==> src/rtl/alarm_pkg.sv <==
// Shared definitions for the multi-channel alarm controller.
//   ch_state_e    : per-channel FSM encoding (fixed values, visible to debug tooling)
//   TIMER_W       : width of the ring / snooze down-counters
//   DAY_SEC       : seconds per day; targets at or above this never trigger
//   LEN_TABLE     : ring length in seconds, indexed by the 2-bit length select
//   ring_len()    : length-select to timer load value
//   lowest_index(): priority encoder, lowest set bit wins, 0 when none set
package alarm_pkg;

  typedef enum logic [1:0] {
    StIdle    = 2'd0,
    StRinging = 2'd1,
    StSnoozed = 2'd2,
    StDone    = 2'd3
  } ch_state_e;

  localparam int unsigned TIMER_W = 9;
  localparam int unsigned DAY_SEC = 86400;

  localparam logic [TIMER_W-1:0] LEN_TABLE [4] = '{9'd15, 9'd30, 9'd45, 9'd60};

  function automatic logic [TIMER_W-1:0] ring_len(input logic [1:0] sel);
    return LEN_TABLE[sel];
  endfunction

  function automatic logic [2:0] lowest_index(input logic [7:0] vec);
    logic [2:0] idx;
    idx = 3'd0;
    // Scan downwards so the lowest set bit is the last one written.
    for (int i = 7; i >= 0; i--) begin
      if (vec[i]) idx = 3'(i);
    end
    return idx;
  endfunction

endpackage

==> src/rtl/alarm_channel.sv <==
// One alarm channel: FSM, shared ring/snooze down-counter and snooze counter.
// Ports:
//   sec_clk_i   1 Hz clock
//   rst_i       synchronous active-high reset
//   cur_sec_i   current second of day
//   tar_sec_i   this channel's target second
//   len_sel_i   ring length select (15/30/45/60 s)
//   en_i        channel enable; low forces IDLE immediately
//   off_i       global stop button (level)
//   snooze_i    global snooze button (level)
//   ring_o      channel is RINGING (registered)
//   snz_o       channel is SNOOZED (registered)
//   ring_next_o channel will be RINGING after this edge (feeds registered top outputs)
module alarm_channel
  import alarm_pkg::*;
#(
  parameter int unsigned SecW      = 17,
  parameter int unsigned SnoozeSec = 300,
  parameter int unsigned MaxSnooze = 3
) (
  input  logic            sec_clk_i,
  input  logic            rst_i,
  input  logic [SecW-1:0] cur_sec_i,
  input  logic [SecW-1:0] tar_sec_i,
  input  logic [1:0]      len_sel_i,
  input  logic            en_i,
  input  logic            off_i,
  input  logic            snooze_i,
  output logic            ring_o,
  output logic            snz_o,
  output logic            ring_next_o
);

  // A zero snooze budget still needs a 1-bit counter; comparing it against 0 disables snooze.
  localparam int unsigned CntW = (MaxSnooze > 0) ? $clog2(MaxSnooze + 1) : 1;
  localparam logic [CntW-1:0]    CntMax     = CntW'(MaxSnooze);
  localparam logic [TIMER_W-1:0] SnoozeLoad = TIMER_W'(SnoozeSec - 1);

  ch_state_e          state_q, state_d;
  logic [TIMER_W-1:0] timer_q, timer_d;
  logic [CntW-1:0]    cnt_q, cnt_d;
  logic               match;

  // Out-of-range targets are parked values and must never fire, even if cur_sec is forced there.
  assign match = (cur_sec_i == tar_sec_i) && (32'(tar_sec_i) < DAY_SEC);

  always_comb begin
    state_d = state_q;
    timer_d = timer_q;
    cnt_d   = cnt_q;
    if (!en_i) begin
      state_d = StIdle;
      timer_d = '0;
      cnt_d   = '0;
    end else begin
      unique case (state_q)
        StIdle: begin
          if (match) begin
            state_d = StRinging;
            timer_d = ring_len(len_sel_i);
          end
        end
        StRinging: begin
          if (off_i) begin
            state_d = StDone;
          end else if (snooze_i && (cnt_q < CntMax)) begin
            state_d = StSnoozed;
            timer_d = SnoozeLoad;
            cnt_d   = cnt_q + 1'b1;
          end else if (timer_q == '0) begin
            state_d = StDone;
          end else begin
            timer_d = timer_q - 1'b1;
          end
        end
        StSnoozed: begin
          if (off_i) begin
            state_d = StDone;
          end else if (timer_q == '0) begin
            state_d = StRinging;
            timer_d = ring_len(len_sel_i);
          end else begin
            timer_d = timer_q - 1'b1;
          end
        end
        StDone: begin
          // Hold here while still on the target second so a stopped alarm cannot re-fire.
          if (cur_sec_i != tar_sec_i) begin
            state_d = StIdle;
            cnt_d   = '0;
          end
        end
        default: state_d = StIdle;
      endcase
    end
  end

  always_ff @(posedge sec_clk_i) begin
    if (rst_i) begin
      state_q <= StIdle;
      timer_q <= '0;
      cnt_q   <= '0;
    end else begin
      state_q <= state_d;
      timer_q <= timer_d;
      cnt_q   <= cnt_d;
    end
  end

  assign ring_o      = (state_q == StRinging);
  assign snz_o       = (state_q == StSnoozed);
  assign ring_next_o = (state_d == StRinging);

endmodule

==> src/rtl/alarm_multi_snooze.sv <==
// N-channel alarm controller with per-channel snooze, between the timekeeping counter and the
// buzzer/LED driver.
// Ports:
//   sec_clk    1 Hz clock
//   rst        synchronous active-high reset
//   cur_sec    current second of day
//   tar_sec    packed targets, channel i at [i*SEC_W +: SEC_W]
//   len_s      packed ring length selects, channel i at [2i +: 2]
//   en         per-channel enable
//   off        stop every ringing/snoozed channel
//   snooze     snooze every ringing channel
//   alarming   buzzer drive, OR of ring_vec (registered)
//   ring_vec   per-channel RINGING
//   snz_vec    per-channel SNOOZED
//   active_id  lowest ringing channel index, 0 when none (registered)
module alarm_multi_snooze
  import alarm_pkg::*;
#(
  parameter int unsigned N_CH       = 4,
  parameter int unsigned SEC_W      = 17,
  parameter int unsigned SNOOZE_SEC = 300,
  parameter int unsigned MAX_SNOOZE = 3
) (
  input  logic                  sec_clk,
  input  logic                  rst,
  input  logic [SEC_W-1:0]      cur_sec,
  input  logic [N_CH*SEC_W-1:0] tar_sec,
  input  logic [2*N_CH-1:0]     len_s,
  input  logic [N_CH-1:0]       en,
  input  logic                  off,
  input  logic                  snooze,
  output logic                  alarming,
  output logic [N_CH-1:0]       ring_vec,
  output logic [N_CH-1:0]       snz_vec,
  output logic [2:0]            active_id
);

  logic [N_CH-1:0] ring_next;
  logic            alarming_q;
  logic [2:0]      active_id_q;

  for (genvar i = 0; i < N_CH; i++) begin : g_ch
    alarm_channel #(
      .SecW      (SEC_W),
      .SnoozeSec (SNOOZE_SEC),
      .MaxSnooze (MAX_SNOOZE)
    ) u_ch (
      .sec_clk_i   (sec_clk),
      .rst_i       (rst),
      .cur_sec_i   (cur_sec),
      .tar_sec_i   (tar_sec[i*SEC_W +: SEC_W]),
      .len_sel_i   (len_s[2*i +: 2]),
      .en_i        (en[i]),
      .off_i       (off),
      .snooze_i    (snooze),
      .ring_o      (ring_vec[i]),
      .snz_o       (snz_vec[i]),
      .ring_next_o (ring_next[i])
    );
  end

  // Derived from next-state so these flops line up with ring_vec and never glitch the buzzer.
  always_ff @(posedge sec_clk) begin
    if (rst) begin
      alarming_q  <= 1'b0;
      active_id_q <= 3'd0;
    end else begin
      alarming_q  <= |ring_next;
      active_id_q <= lowest_index(8'(ring_next));
    end
  end

  assign alarming  = alarming_q;
  assign active_id = active_id_q;

endmodule

==> config.mk <==
export PLATFORM = sky130hd
export DESIGN_NAME = alarm_multi_snooze
export DESIGN_NICKNAME = d
export VERILOG_FILES = /design/src/rtl/alarm_pkg.sv /design/src/rtl/alarm_channel.sv /design/src/rtl/alarm_multi_snooze.sv
export SDC_FILE = /design/constraint.sdc
export NUM_CORES = 1
export LEC_CHECK = 0
export BUFFER_PORTS_ARGS = -buffer_cell sky130_fd_sc_hd__buf_4
export CORE_ASPECT_RATIO = 1.4
export CORE_MARGIN = 4
export CORE_UTILIZATION = 55
export DETAILED_ROUTE_END_ITERATION = 10
export HOLD_SLACK_MARGIN = 0.08
export PLACE_DENSITY = 0.79
export REMOVE_ABC_BUFFERS = 1
export SYNTH_ARGS = -nofsm -noshare
export SYNTH_HDL_FRONTEND = slang
export SYNTH_HIERARCHICAL = 1
export SYNTH_SLANG_ARGS = --single-unit
==> constraint.sdc <==
create_clock -name sec_clk -period 2.5 [get_ports sec_clk]
set_input_delay 0.25 -clock sec_clk [delete_from_list [all_inputs] [get_ports sec_clk]]
set_output_delay 0.25 -clock sec_clk [all_outputs]
set_load 0.01 [all_outputs]
# Word level (Yosys, flattened, before mapping)
# Index checks and enable logic that the tools add are counted.
# Widths: inputs -> output; s select.
dict set report totals {
  out_inout_bits 12
  wordCells 227
  reg_bits 56
  ramBits 0
  mem_bits_ro 0
  memories 0
  latchBits 0
  input_bits 101
}
dict set report classes {
  n_addsub 8
  n_bitwise 8
  n_div 0
  n_reduce_logical 40
  eq_ne 48
  shifts 0
  mux 95
  n_mul 0
  order_cmp 12
}
# cell n
set op_table {}
lappend op_table {{$mux 9} 32}
lappend op_table {{$pmux 9 s3} 4}
lappend op_table {{$mux 2} 46}
lappend op_table {{$bmux 9 s2} 4}
lappend op_table {{$eq 17x17->1} 4}
lappend op_table {{$lt 17x17->1 const B} 4}
lappend op_table {{$ne 17x17->1} 4}
lappend op_table {{$logic_not 9->1} 4}
lappend op_table {{$sub 9x1->9 const B} 4}
lappend op_table {{$pmux 2 s4} 4}
lappend op_table {{$ne 2x2->1 const B} 12}
lappend op_table {{$reduce_and 5->1} 4}
lappend op_table {{$eq 2x1->1 const B} 8}
lappend op_table {{$eq 2x2->1 const B} 8}
lappend op_table {{$ne 2x1->1 const B} 8}
lappend op_table {{$pmux 2 s2} 4}
lappend op_table {{$reduce_and 4->1} 4}
lappend op_table {{$ge 3x3->1 const B} 4}
lappend op_table {{$ne 3x3->1 const B} 4}
lappend op_table {{$not 2->3} 4}
lappend op_table {{$reduce_bool 3->1} 4}
lappend op_table {{$reduce_or 2->1} 5}
lappend op_table {{$add 2x1->2 const B} 4}
lappend op_table {{$logic_and 1x1->1} 8}
lappend op_table {{other kinds (7)} 20}

# Logic depth before layout (Yosys ltp)
# Gate-level depths: netlist of run 1.
dict set report depth {
  ltp_word 10
  ltp_mapped 11
  depth_no_buf 10
}

# Cells and area by module
# Netlist of run 1, hierarchy kept.
# module seq_area_each_um2 area_per_inst_um2 cells_each instances
set by_module_without_submodules {}
lappend by_module_without_submodules {{alarm_channel at g_ch[0].u_ch ...} 260.2 1288.7 165 3}
lappend by_module_without_submodules {{alarm_channel at g_ch[3].u_ch} 260.2 1328.8 178 1}
lappend by_module_without_submodules {alarm_multi_snooze 60.1 113.9 12 1}

# Least setup slack after synthesis of run 1
# No wires, ideal clock.
dict set report synth_timing {
  path_type {register to register}
  start {register g_ch[3].u_ch.timer_q[0]}
  end {register active_id_q[0], in the netlist active_id[0]}
  path_buffers 0
  setup_slack_ns 0.146
  stages_incl_launch_ff 11
  t_arrival_ns 2.239
  setup_ns 0.115
  synth_period_minus_slack_ns 2.354
  required_time_ns 2.385
  path_cell_list {dfxtp_1 -> inv_1 -> ha_1 -> or4b_2 -> nor3_4 -> nor4b_1 -> o31ai_1 -> a31o_2 -> a211oi_1 -> nor2b_1 -> o21a_1}
}
dict set report synth_via {
  elab_chain_cells 10
  word_cells_on_any_way 12
  cone_classes {eq/ne: 1; mux: 10; reduce/logical: 1}
}
# item line_no
set synth_lines {}
lappend synth_lines {{start: declaration} alarm_channel.sv:40} ;# logic [TIMER_W-1:0] timer_q, timer_d;
lappend synth_lines {{start signal: assignment} alarm_channel.sv:105} ;# timer_q <= timer_d;
lappend synth_lines {{$logic_not 9->1 (*)} {alarm_channel.sv:70, alarm_channel.sv:79}}
lappend synth_lines {{$mux 2} alarm_channel.sv:70} ;# end else if (timer_q == '0) begin
lappend synth_lines {{$mux 2} alarm_channel.sv:66} ;# end else if (snooze_i && (cnt_q < CntMax)) begin
lappend synth_lines {{$mux 2} alarm_channel.sv:64} ;# if (off_i) begin
lappend synth_lines {{$pmux 2 s4 (*)} alarm_channel.sv:56} ;# unique case (state_q)
lappend synth_lines {{$mux 2 (*)} alarm_channel.sv:51} ;# if (!en_i) begin
lappend synth_lines {{$eq 2x1->1 (*)} alarm_channel.sv:112} ;# assign ring_next_o = (state_d == StRinging);
lappend synth_lines {{named net ring_next[3]} alarm_multi_snooze.sv:38} ;# logic [N_CH-1:0] ring_next;
lappend synth_lines {{$mux 2 (*) (2 in series)} alarm_pkg.sv:31} ;# if (vec[i]) idx = 3'(i);
lappend synth_lines {{$mux 1 (*)} alarm_pkg.sv:31}
lappend synth_lines {{end signal: assignment} alarm_multi_snooze.sv:69} ;# active_id_q <= lowest_index(8'(ring_next));
lappend synth_lines {{end: declaration} alarm_multi_snooze.sv:40} ;# logic [2:0] active_id_q;
# Mark *: on every way through the listed nets, which the timed path passes. The rest lies on a longest branch.
# A chain may end at the register's enable or synchronous reset.

# Worst setup path after layout of run 1
# Same ends and word-level chain as after synthesis.

==> impl_metrics.yaml, run 1 <==
placement:
  pre_cts_slack_ns: 0.01911
  gp_congestion: 0.9654
  detailedPlacementHpwl_microns: 13880
  place.port_buffers: 111
  post_placement_cell_area_sq_um: 6381
job:
  timing.max_cap.violations: 0
synthesis:
  mean_post_synth_cell_area_sq_um: 7.750
  netlist-cell-type-count: 60
  synth_area_sq_um: 5309
  dominant_cells_by_area_after_synthesis: "sky130_fd_sc_hd__dfxtp_1, sky130_fd_sc_hd__xnor2_1, sky130_fd_sc_hd__ha_1"
  syn-instance-count: 685
  portion_of_synthesized_cell_area_occupied_by_the_leading_cell_type_pct: 20.74
  yosysWarningCount: 6
  seq_area_frac_synth_pct: 20.74
  synth_edf_count: 0
  synth-seq-cells: 55
  synth-async-reset-ratio_pct: 0
  synth_ff_type: "sky130_fd_sc_hd__dfxtp_1"
  yosysTopAreaCell: "sky130_fd_sc_hd__dfxtp_1"
clock_network:
  cts_root_buf: "sky130_fd_sc_hd__clkbuf_16"
  clkTransAtPathRegs_ns: 0.07
  h-tree-depth: 2
  cts_tree: "done"
  cts_sinks: 55
  clk-insertion-delay-late_ns: 0.29
  total_of_hold_buffers_inserted_after_clock_tree_synthesis: 0
  cts_max_path_buffers: 2
  cts_inserted_buffers: 5
critical_path:
  timing.critical_path.fanout_max: 5
  critical_path_required_ns: 2.69
  slowest_stage: "sky130_fd_sc_hd__or4b_4"
  worst-r2r-cell-count: 10
  timing_worst_setup_path_type: "flip-flop to flip-flop"
  critPathTopFamily: "simple AND/OR/NAND/NOR gates"
  startpoint_type: "flip-flop"
  cp_num_buf_inv: 1
  worstReg2RegStart: "g_ch[3].u_ch/timer_q[0]"
  cp_slowest_stage_delay_ns: 0.52
  crit_cells: 10
  worst_setup_path_end_kind: "flip-flop"
  path_cells: "inv_1 > ha_1 > or4b_4 > nor3_4 > nor4b_2 > o31ai_1 > a31o_2 > a211oi_2 > nor2b_1 > o21a_1"
  arrival_ns: 2.55
  startpoint: "g_ch[3].u_ch/timer_q[0]"
layout:
  final_cell_area_sq_um: 6598
  final_util_pct: 69.75
  antenna_cells_inserted: 0
  layout-drive-gt1-share_pct: 23.77
  layout.nets: 943
  area.growth.synth_to_final_pct: 24.28
timing:
  worst_slew_margin_rel_pct: 56.52
  worst_pin_slew_ns: 0.6509
  finalCriticalPeriod_ns: 2.361
  count_of_endpoints_failing_hold_in_the_final_timing_report: 0
  fin_setup_tns_ns: 0
  clock_skew_after_layout_ns: 0.006981
  layout_setup_ws_ns: 0.1394
  min_period_over_period_pct: 94.42
  fin_worst_hold_slack_ns: 0.2239
  drv_slew: 0
  max_freq_mhz: 423.6
  setup_violations: 0
power_and_ir_drop:
  seq_power_share_pct: 43.3
  p_leak_nw: 2.544
  worst_ir_drop_vdd_uv: 264.1
  swShare_pct: 25.54
  sw_pwr_mw: 0.5167
  part_of_the_power_in_combinational_logic_pct: 19.7
  power.share.clock_pct: 37.1
  power_density_nw_per_um2: 306.6
  p_int_mw: 1.506
global_route:
  via_count_of_the_first_global_routing_pass: 5710
  grt_antenna_before_repair: 0
  gr-usage-all-layers_pct: 29.97
  pin_count_of_the_biggest_net_entering_global_routing: 24
  grt_first_pass_wirelength_microns: 28270
  grt_overflow_total: 0
status:
  outcome: "finished, final reports clean"
die:
  rows: 42
  coreArea_sq_um: 9459
  vertical_die_dimension_microns: 124.2
  initial_core_utilization_pct: 56.12
  i_o_pin_count: 113
  chipWidth_microns: 91.04
  fp.dieArea_sq_um: 11310
detailed_routing:
  drcViolationCount: 0
  dr.pass1.iters: 5
  drt-total-wl_microns: 17730
  vias: 5923
  ant_nets: 0
  drt-initial-drc-count: 433
  drt_via_density: 6.424
  route.detailed.wl_per_inst_microns: 19.23
min_path:
  timing.hold.worst.start: "rst"
  hp-class: "input port to flip-flop"
  holdPathStages: 2
## registers in the layout, summed over array words and instances (netlist names)
| register | flops |
|---|---|
| g_ch.u_ch/timer_q | 36 |
| g_ch.u_ch/cnt_q | 8 |
| g_ch.u_ch/state_q | 8 |
| active_id | 2 |
| alarming | 1 |
## worst paths after layout
check / endpoint / slack (ns)
setup reg to reg: active_id[0] / 0.14
hold / removal: alarming / 0.22
setup / recovery: active_id[0] / 0.14
hold reg to reg: g_ch[0].u_ch/timer_q[7] / 0.48
## kinds of logic (layout without fill, tap and decap cells)
family	count (synthesis)	count (layout)	synth area share, %
flops	55	55	20.74
simple gates	239	239	24.35
xor+xnor	74	74	12.21
fa+ha+maj	31	31	7.306
compound gates	218	218	29.15
mux	8	8	1.508
other cells	1	1	0.07064
buf+inv	59	186	4.667
## worst reg2reg max path, stage by stage (launching register included)
cell	delay (ns)
sky130_fd_sc_hd__dfxtp_1	0.35
sky130_fd_sc_hd__inv_1	0.07
sky130_fd_sc_hd__ha_1	0.20
sky130_fd_sc_hd__or4b_4	0.52
sky130_fd_sc_hd__nor3_4	0.26
sky130_fd_sc_hd__nor4b_2	0.10
sky130_fd_sc_hd__o31ai_1	0.24
sky130_fd_sc_hd__a31o_2	0.16
sky130_fd_sc_hd__a211oi_2	0.05
sky130_fd_sc_hd__nor2b_1	0.15
sky130_fd_sc_hd__o21a_1	0.17
## timing repair
action,4_1_cts,5_1_grt
pin swaps,0,2
setup endpoints to repair,2,11
gates resized for setup,1,15
setup buffers,0,0
cloned,0,0
## cell usage after synthesis, types with 8 or more instances
| cell type | instances |
|---|---|
| sky130_fd_sc_hd__inv_1 | 41 |
| sky130_fd_sc_hd__nor4_1 | 9 |
| sky130_fd_sc_hd__o21ai_0 | 60 |
| sky130_fd_sc_hd__nand2_1 | 46 |
| sky130_fd_sc_hd__clkbuf_1 | 10 |
| sky130_fd_sc_hd__a211oi_1 | 16 |
| sky130_fd_sc_hd__xnor2_1 | 51 |
| sky130_fd_sc_hd__ha_1 | 31 |
| sky130_fd_sc_hd__nor2_1 | 38 |
| sky130_fd_sc_hd__mux2i_1 | 8 |
| sky130_fd_sc_hd__nand4_1 | 15 |
| sky130_fd_sc_hd__nor2b_1 | 10 |
| sky130_fd_sc_hd__nand3_1 | 33 |
| sky130_fd_sc_hd__a21oi_1 | 40 |
| sky130_fd_sc_hd__o31ai_1 | 8 |
| sky130_fd_sc_hd__o221ai_1 | 8 |
| sky130_fd_sc_hd__nor3_1 | 36 |
| sky130_fd_sc_hd__xor2_1 | 23 |
| sky130_fd_sc_hd__o211ai_1 | 10 |
| sky130_fd_sc_hd__and3_1 | 16 |
| sky130_fd_sc_hd__dfxtp_1 | 55 |
## layout by cell type, fill, tap and decap left out, types with 4 or more instances in the layout
master,n
sky130_fd_sc_hd__and3_1,16
sky130_fd_sc_hd__o221ai_1,8
sky130_fd_sc_hd__a31oi_1,7
sky130_fd_sc_hd__nand3_1,33
sky130_fd_sc_hd__buf_4,137
sky130_fd_sc_hd__a311oi_1,6
sky130_fd_sc_hd__xor2_1,23
sky130_fd_sc_hd__xnor2_1,51
sky130_fd_sc_hd__dfxtp_1,54
sky130_fd_sc_hd__a211o_1,5
sky130_fd_sc_hd__nand2b_1,5
sky130_fd_sc_hd__nor3_4,4
sky130_fd_sc_hd__o211ai_1,10
sky130_fd_sc_hd__nor3_2,7
sky130_fd_sc_hd__nor2b_1,10
sky130_fd_sc_hd__inv_1,41
sky130_fd_sc_hd__nor2_1,38
sky130_fd_sc_hd__clkbuf_16,5
sky130_fd_sc_hd__mux2i_1,8
sky130_fd_sc_hd__a21oi_1,36
sky130_fd_sc_hd__or4_1,5
sky130_fd_sc_hd__a211oi_2,4
sky130_fd_sc_hd__nor4_1,9
sky130_fd_sc_hd__and2_1,5
sky130_fd_sc_hd__a21boi_0,5
sky130_fd_sc_hd__a31o_2,4
sky130_fd_sc_hd__o21a_1,6
sky130_fd_sc_hd__nor3_1,35
sky130_fd_sc_hd__nand4_1,15
sky130_fd_sc_hd__o21ai_0,60
sky130_fd_sc_hd__ha_1,29
sky130_fd_sc_hd__nand2_1,46
sky130_fd_sc_hd__a211oi_1,15
sky130_fd_sc_hd__o31ai_1,8
sky130_fd_sc_hd__a21oi_2,4
## layout make-up
| cell class | count | area (sq um) |
|---|---|---|
| Timing Repair Buffer | 137 | 1028 |
| Fill cell | 815 | 2861 |
| Multi-Input combinational cell | 571 | 4019 |
| Sequential cell | 55 | 1102 |
| Inverter | 41 | 153.9 |
| Tap cell | 110 | 137.6 |
| Clock buffer | 8 | 156.4 |
## routing by layer
metal | wire, microns | GRT usage [%] | part of all wire (%) | vias up
li1 | - | - | - | 2812
met1 | 7064 | 37.11 | 40 | 2812
met2 | 9150 | 53.99 | 52 | 251
met3 | 960 | 3.208 | 5.4 | 48
met4 | 552 | 8.881 | 3.1 | 0
met5 | 0 | 0 | 0 | -
## through the flow
stage                     total power, mW  std cells
after floorplan                     1.060        667
after global placement              1.276        914
after detailed placement            1.284        914
after CTS                           2.026        922
after global routing                2.101        922
final                               2.023        922
## power by group through the flow
| stage | clock (mW) | combinational (mW) | sequential (mW) |
|---|---|---|---|
| final | 0.750 | 0.398 | 0.875 |
| after global routing | 0.802 | 0.424 | 0.875 |
| after CTS | 0.761 | 0.390 | 0.875 |
| after detailed placement | 0 | 0.388 | 0.896 |
| after global placement | 0 | 0.381 | 0.896 |
| after floorplan | 0 | 0.165 | 0.896 |
No activity file was read; power rests on OpenSTA's default activity.
==> inputs of run 2 (changes only) <==
==> constraint.sdc (replaced) <==
create_clock -name sec_clk -period 2.5 [get_ports sec_clk]
set_input_delay 0.375 -clock sec_clk [delete_from_list [all_inputs] [get_ports sec_clk]]
set_output_delay 0.375 -clock sec_clk [all_outputs]
set_load 0.01 [all_outputs]
==> run 2 against run 1 <==
- non-clock buffer count is 7 higher
- hold slack better by 0.12 ns
- sequential power hardly changed
- setup slack worse by 0.019 ns
- critical path type unchanged
- clock power is 3.9% lower
- global-route usage hardly changed
==> impl_metrics.yaml, run 2 (synthesized netlist as in run 1, its figures left out) <==
die:
  initial_core_utilization_pct: 56.12
  rows: 42
  chipWidth_microns: 91.04
  coreArea_sq_um: 9459
  i_o_pin_count: 113
  vertical_die_dimension_microns: 124.2
  fp.dieArea_sq_um: 11310
critical_path:
  arrival_ns: 2.55
  path_common_cell: "sky130_fd_sc_hd__and3_1"
  path_cells: "inv_1 > ha_1 > nor2b_1 > and3_1 > buf_4 > o22a_1 > nor3_1 > a32oi_1 > and3_1 > nor2_1 > a21oi_1"
  slowest_stage: "sky130_fd_sc_hd__dfxtp_1"
  cp_slowest_stage_delay_ns: 0.37
  timing.critical_path.fanout_max: 6
  cp_num_buf_inv: 2
  critical_path_required_ns: 2.68
  timing_worst_setup_path_type: "flip-flop to flip-flop"
  startpoint_type: "flip-flop"
  critPathTopFamily: "simple AND/OR/NAND/NOR gates"
  worst_setup_path_end_kind: "flip-flop"
status:
  outcome: "finished, final reports clean"
detailed_routing:
  drt-total-wl_microns: 17800
  vias: 6031
  ant_nets: 0
  route.detailed.wl_per_inst_microns: 19.16
  drcViolationCount: 0
  drt-initial-drc-count: 445
  dr.pass1.iters: 5
  drt_via_density: 6.492
layout:
  layout.cells.most_common: "sky130_fd_sc_hd__buf_4"
  antenna_cells_inserted: 0
  layout-drive-gt1-share_pct: 24.30
  multi_input_comb_area_sq_um: 4008
  final-seq-area_sq_um: 1104
  layout.cells.most_common_list: "sky130_fd_sc_hd__buf_4, sky130_fd_sc_hd__o21ai_0, sky130_fd_sc_hd__dfxtp_1, sky130_fd_sc_hd__xnor2_1, sky130_fd_sc_hd__nand2_1"
  top_flop_regs: "g_ch.u_ch/timer_q x36, g_ch.u_ch/cnt_q x8, g_ch.u_ch/state_q x8"
  area.growth.synth_to_final_pct: 24.91
  finalNonFillerCells: 929
  filler_cell_count: 822
  flip_flop_count_of_the_largest_register_all_copies_and_words_added: 36
  regMostFlops: "g_ch.u_ch/timer_q"
  layout.nets: 950
clock_network:
  cts_max_path_buffers: 2
  cts_inserted_buffers: 5
  clkTransAtPathRegs_ns: 0.08
  h-tree-depth: 2
  cts_sinks: 55
  cts_tree: "done"
  clk-insertion-delay-late_ns: 0.30
  cts_root_buf: "sky130_fd_sc_hd__clkbuf_16"
global_route:
  gr-usage-all-layers_pct: 30.01
  grt_most_used_layer: "met2"
  pin_count_of_the_biggest_net_entering_global_routing: 24
  via_count_of_the_first_global_routing_pass: 5856
  grt_first_pass_wirelength_microns: 28310
  grt_antenna_before_repair: 0
  grt_util_met2_pct: 52.17
  global_route.usage.met3_pct: 2.724
  grt_overflow_total: 0
  use_met1_pct: 37.16
timing:
  worst_slew_margin_rel_pct: 55.41
  count_of_endpoints_failing_hold_in_the_final_timing_report: 0
  max_freq_mhz: 420.3
  min_period_over_period_pct: 95.17
  fin_worst_hold_slack_ns: 0.3398
  drv_slew: 0
  setup_violations: 0
  worst_pin_slew_ns: 0.6675
  finalCriticalPeriod_ns: 2.379
  clock_skew_after_layout_ns: 0.008831
job:
  timing.max_cap.violations: 0
power_and_ir_drop:
  worst_ir_drop_vdd_uv: 293.7
  p_leak_nw: 2.575
  totalPowerFinal_mw: 1.994
  power_density_nw_per_um2: 300.6
placement:
  detailedPlacementHpwl_microns: 13990
  placed_cells_incl_taps: 920
  place.port_buffers: 111
  gp_congestion: 1.000
min_path:
  hp-class: "input port to flip-flop"
-- run 2: area by class of cell --
cell class | count | area share (%)
clock inverter | 3 | 0.3396
multi-input combinational | 571 | 60.43
timing repair buffer | 144 | 16.30
tap | 110 | 2.075
sequential | 55 | 16.64
clock buffer | 5 | 1.887
inverter | 41 | 2.321
-- run 2: worst paths after layout --
kind,endpoint,cells after the start,from,slack (ns)
hold / removal,active_id[1],2,rst,0.34
setup / recovery,alarming,11,g_ch[2].u_ch/timer_q[0],0.12
setup reg to reg,alarming,11,g_ch[2].u_ch/timer_q[0],0.12
hold reg to reg,g_ch[3].u_ch/cnt_q[1],2,g_ch[3].u_ch/cnt_q[1],0.49
-- run 2: repair_timing --
action                     4_1_cts  5_1_grt
setup endpoints to repair        0        5
buffers inserted                 0        1
hold buffers                     0        0
resized for setup                0       16
-- run 2: where the power goes --
| part | switching, mW | internal [mW] | leakage [nW] | total, mW |
|---|---|---|---|---|
| Clock | 0.345 | 0.376 | 0.0742 | 0.721 |
| Combinational | 0.194 | 0.203 | 2.06 | 0.398 |
| Sequential | 0.00000523 | 0.875 | 0.444 | 0.875 |
-- run 2: layer usage --
| layer | up-vias | share of wire (%) |
|---|---|---|
| met5 | - | 0 |
| met4 | 0 | 3.9 |
| met3 | 63 | 6.2 |
| met2 | 292 | 50 |
| met1 | 2847 | 40 |
| li1 | 2829 | - |
-- run 2: stage by stage --
step	util (%)	setup TNS, ns	instance area (sq um)	setup WS (ns)
4_1_cts	69.50	0	6574	0.07211
3_5_place_dp	67.94	0	6426	0.1327
3_3_place_gp	67.94	0	6426	0.2028
2_1_floorplan	-	0	5215	0.1464
6_report	70.11	0	6631	0.1208
5_1_grt	70.11	-0.07056	6631	-0.02967
==> inputs of run 3 (changes only) <==
--- a/config.mk
+++ b/config.mk
@@ -8,10 +8,10 @@
 export BUFFER_PORTS_ARGS = -buffer_cell sky130_fd_sc_hd__buf_4
 export CORE_ASPECT_RATIO = 1.4
 export CORE_MARGIN = 4
-export CORE_UTILIZATION = 55
+export CORE_UTILIZATION = 40
 export DETAILED_ROUTE_END_ITERATION = 10
 export HOLD_SLACK_MARGIN = 0.08
-export PLACE_DENSITY = 0.79
+export PLACE_DENSITY = 0.61
 export REMOVE_ABC_BUFFERS = 1
 export SYNTH_ARGS = -nofsm -noshare
 export SYNTH_HDL_FRONTEND = slang
==> constraint.sdc (replaced) <==
create_clock -name sec_clk -period 3.02 [get_ports sec_clk]
set_input_delay 0.453 -clock sec_clk [delete_from_list [all_inputs] [get_ports sec_clk]]
set_output_delay 0.453 -clock sec_clk [all_outputs]
set_load 0.01 [all_outputs]
==> run 3 against run 2 <==
- hold slack better by 0.067 ns
- final cell count is 4.1% higher
- clock skew increased by 0.00052 ns
- register-to-register slack gained 0.18 ns
- fmax shrank 12%
- highest routed layer unchanged
- global-route usage is 5.8 points lower
- setup slack better by 0.18 ns
- sequential power shrank 17%
- non-clock buffer count shrank 30
- sequential share of layout area increased by 0.45 points
- critical path depth down 5
- flip-flop and latch count is the same
==> impl_metrics.yaml, run 3 (synthesized netlist as in run 1, its figures left out) <==
layout:
  final_cell_area_sq_um: 6441
  antenna_cells_inserted: 0
  layout-drive-gt1-share_pct: 20.03
  layout.cells.most_common_list: "sky130_fd_sc_hd__buf_4, sky130_fd_sc_hd__o21ai_0, sky130_fd_sc_hd__dfxtp_1, sky130_fd_sc_hd__xnor2_1, sky130_fd_sc_hd__nand2_1"
  top_flop_regs: "g_ch.u_ch/timer_q x36, g_ch.u_ch/cnt_q x8, g_ch.u_ch/state_q x8"
  layout.nets: 920
  flip_flop_count_of_the_largest_register_all_copies_and_words_added: 36
  filler_cell_count: 1263
  regMostFlops: "g_ch.u_ch/timer_q"
  layout.cells.most_common: "sky130_fd_sc_hd__buf_4"
  area.growth.synth_to_final_pct: 21.33
detailed_routing:
  drt-total-wl_microns: 18710
  drt_via_density: 5.991
  dr.pass1.iters: 8
  vias: 5793
  ant_nets: 0
  drcViolationCount: 0
  drt-initial-drc-count: 194
  route.detailed.wl_per_inst_microns: 19.35
die:
  chipWidth_microns: 105.4
  i_o_pin_count: 113
  initial_core_utilization_pct: 41.04
  fp.dieArea_sq_um: 15210
  rows: 49
  vertical_die_dimension_microns: 144.3
  coreArea_sq_um: 12940
min_path:
  timing.hold.worst.start: "rst"
  hp-class: "input port to flip-flop"
  holdPathStages: 2
  whs_endpoint: "alarming"
clock_network:
  clk-insertion-delay-late_ns: 0.30
  postCtsSetupBuffers: 0
  h-tree-depth: 2
  cts_sinks: 55
  cts_inserted_buffers: 5
  clkTransAtPathRegs_ns: 0.08
  postCtsResizedCells: 0
  cts_max_path_buffers: 2
  total_of_hold_buffers_inserted_after_clock_tree_synthesis: 0
  cts_tree: "done"
  cts_root_buf: "sky130_fd_sc_hd__clkbuf_16"
placement:
  post_placement_cell_area_sq_um: 6294
  place.port_buffers: 111
  detailedPlacementHpwl_microns: 14940
  pre_cts_slack_ns: 0.3311
  gp_congestion: 0.9221
job:
  timing.max_cap.violations: 0
global_route:
  gr-usage-all-layers_pct: 24.17
  grt_first_pass_wirelength_microns: 29440
  pin_count_of_the_biggest_net_entering_global_routing: 24
  grt_overflow_total: 0
  grt_antenna_before_repair: 0
  via_count_of_the_first_global_routing_pass: 5678
critical_path:
  reg2reg_slack_ns: 0.30
  worst-r2r-cell-count: 6
  worstReg2RegStart: "g_ch[3].u_ch/state_q[1]"
  worst_setup_path_end_kind: "flip-flop"
  arrival_ns: 2.90
  timing_worst_setup_path_type: "flip-flop to flip-flop"
  critical_path_required_ns: 3.21
  timing.critical_path.fanout_max: 13
  startpoint_type: "flip-flop"
  r2r_end: "g_ch[3].u_ch/timer_q[0]"
timing:
  worst_pin_slew_ns: 0.8160
  finalCriticalPeriod_ns: 2.716
  worst_slew_margin_rel_pct: 45.27
  clock_skew_after_layout_ns: 0.009352
  setup_violations: 0
  drv_slew: 0
  fin_setup_tns_ns: 0
  max_freq_mhz: 368.2
  min_period_over_period_pct: 89.92
  count_of_endpoints_failing_hold_in_the_final_timing_report: 0
  layout_setup_ws_ns: 0.3044
  grt_setup_unrepaired: "no"
power_and_ir_drop:
  p_leak_nw: 2.424
  totalPowerFinal_mw: 1.663
  worst_ir_drop_vdd_uv: 194.5
  power_density_nw_per_um2: 258.1
status:
  outcome: "finished, final reports clean"
[run 3: cell types whose count changed in the layout (fill, tap and decap cells not counted), sizes merged]
cell	delta
inv	+1
clkinv	-1
buf	-30
[run 3: worst max-delay path by stage]
stage | start | end
global placement | cur_sec[15] | active_id[0]
detailed placement | cur_sec[15] | active_id[1]
finish | g_ch[3].u_ch/state_q[1] | g_ch[3].u_ch/timer_q[0]
floorplan | g_ch[3].u_ch/timer_q[0] | active_id[0]
CTS | g_ch[3].u_ch/state_q[1] | g_ch[3].u_ch/timer_q[0]
global route | g_ch[3].u_ch/timer_q[0] | active_id[0]
[run 3: layout make-up]
| cell class | instances | area [sq um] | area share, % |
|---|---|---|---|
| multi-input combinational | 571 | 3960 | 61.48 |
| sequential | 55 | 1101 | 17.09 |
| timing repair buffer | 114 | 855.8 | 13.29 |
| tap | 178 | 222.7 | 3.458 |
| inverter | 41 | 153.9 | 2.389 |
| clock buffer | 5 | 125.1 | 1.943 |
| clock inverter | 3 | 22.52 | 0.3497 |
[run 3: power breakdown]
part	internal [mW]	total [mW]	switching, mW
Sequential	0.724	0.724	0.00000455
Combinational	0.166	0.326	0.160
Clock	0.313	0.612	0.299
[run 3: metrics by stage]
stage               hold slack (ns)  util [%]  instances
global placement             0.4592     48.65        959
finish                       0.4070     49.79        967
global route                 0.4145     49.79        967
floorplan                    0.4435         -        667
CTS                          0.3922     49.79        967
detailed placement           0.4734     48.65        959
[run 3: worst max-delay path, cell delays in order (launching register included)]
cell and delay (ns):
sky130_fd_sc_hd__dfxtp_1 0.45, sky130_fd_sc_hd__inv_1 0.15, sky130_fd_sc_hd__ha_1 0.40, sky130_fd_sc_hd__and2_1 0.28, sky130_fd_sc_hd__a211oi_1 0.72, sky130_fd_sc_hd__nand2_1 0.40
sky130_fd_sc_hd__mux2i_1 0.20
[run 3: layer usage]
metal  global-route usage (%)  up-vias  routed length (microns)
li1                         -     2772                        -
met1                    27.07     2773                     7352
met2                    46.40      200                     9909
met3                    2.635       48                      777
met4                    9.606        0                      668
met5                        0        -                        0
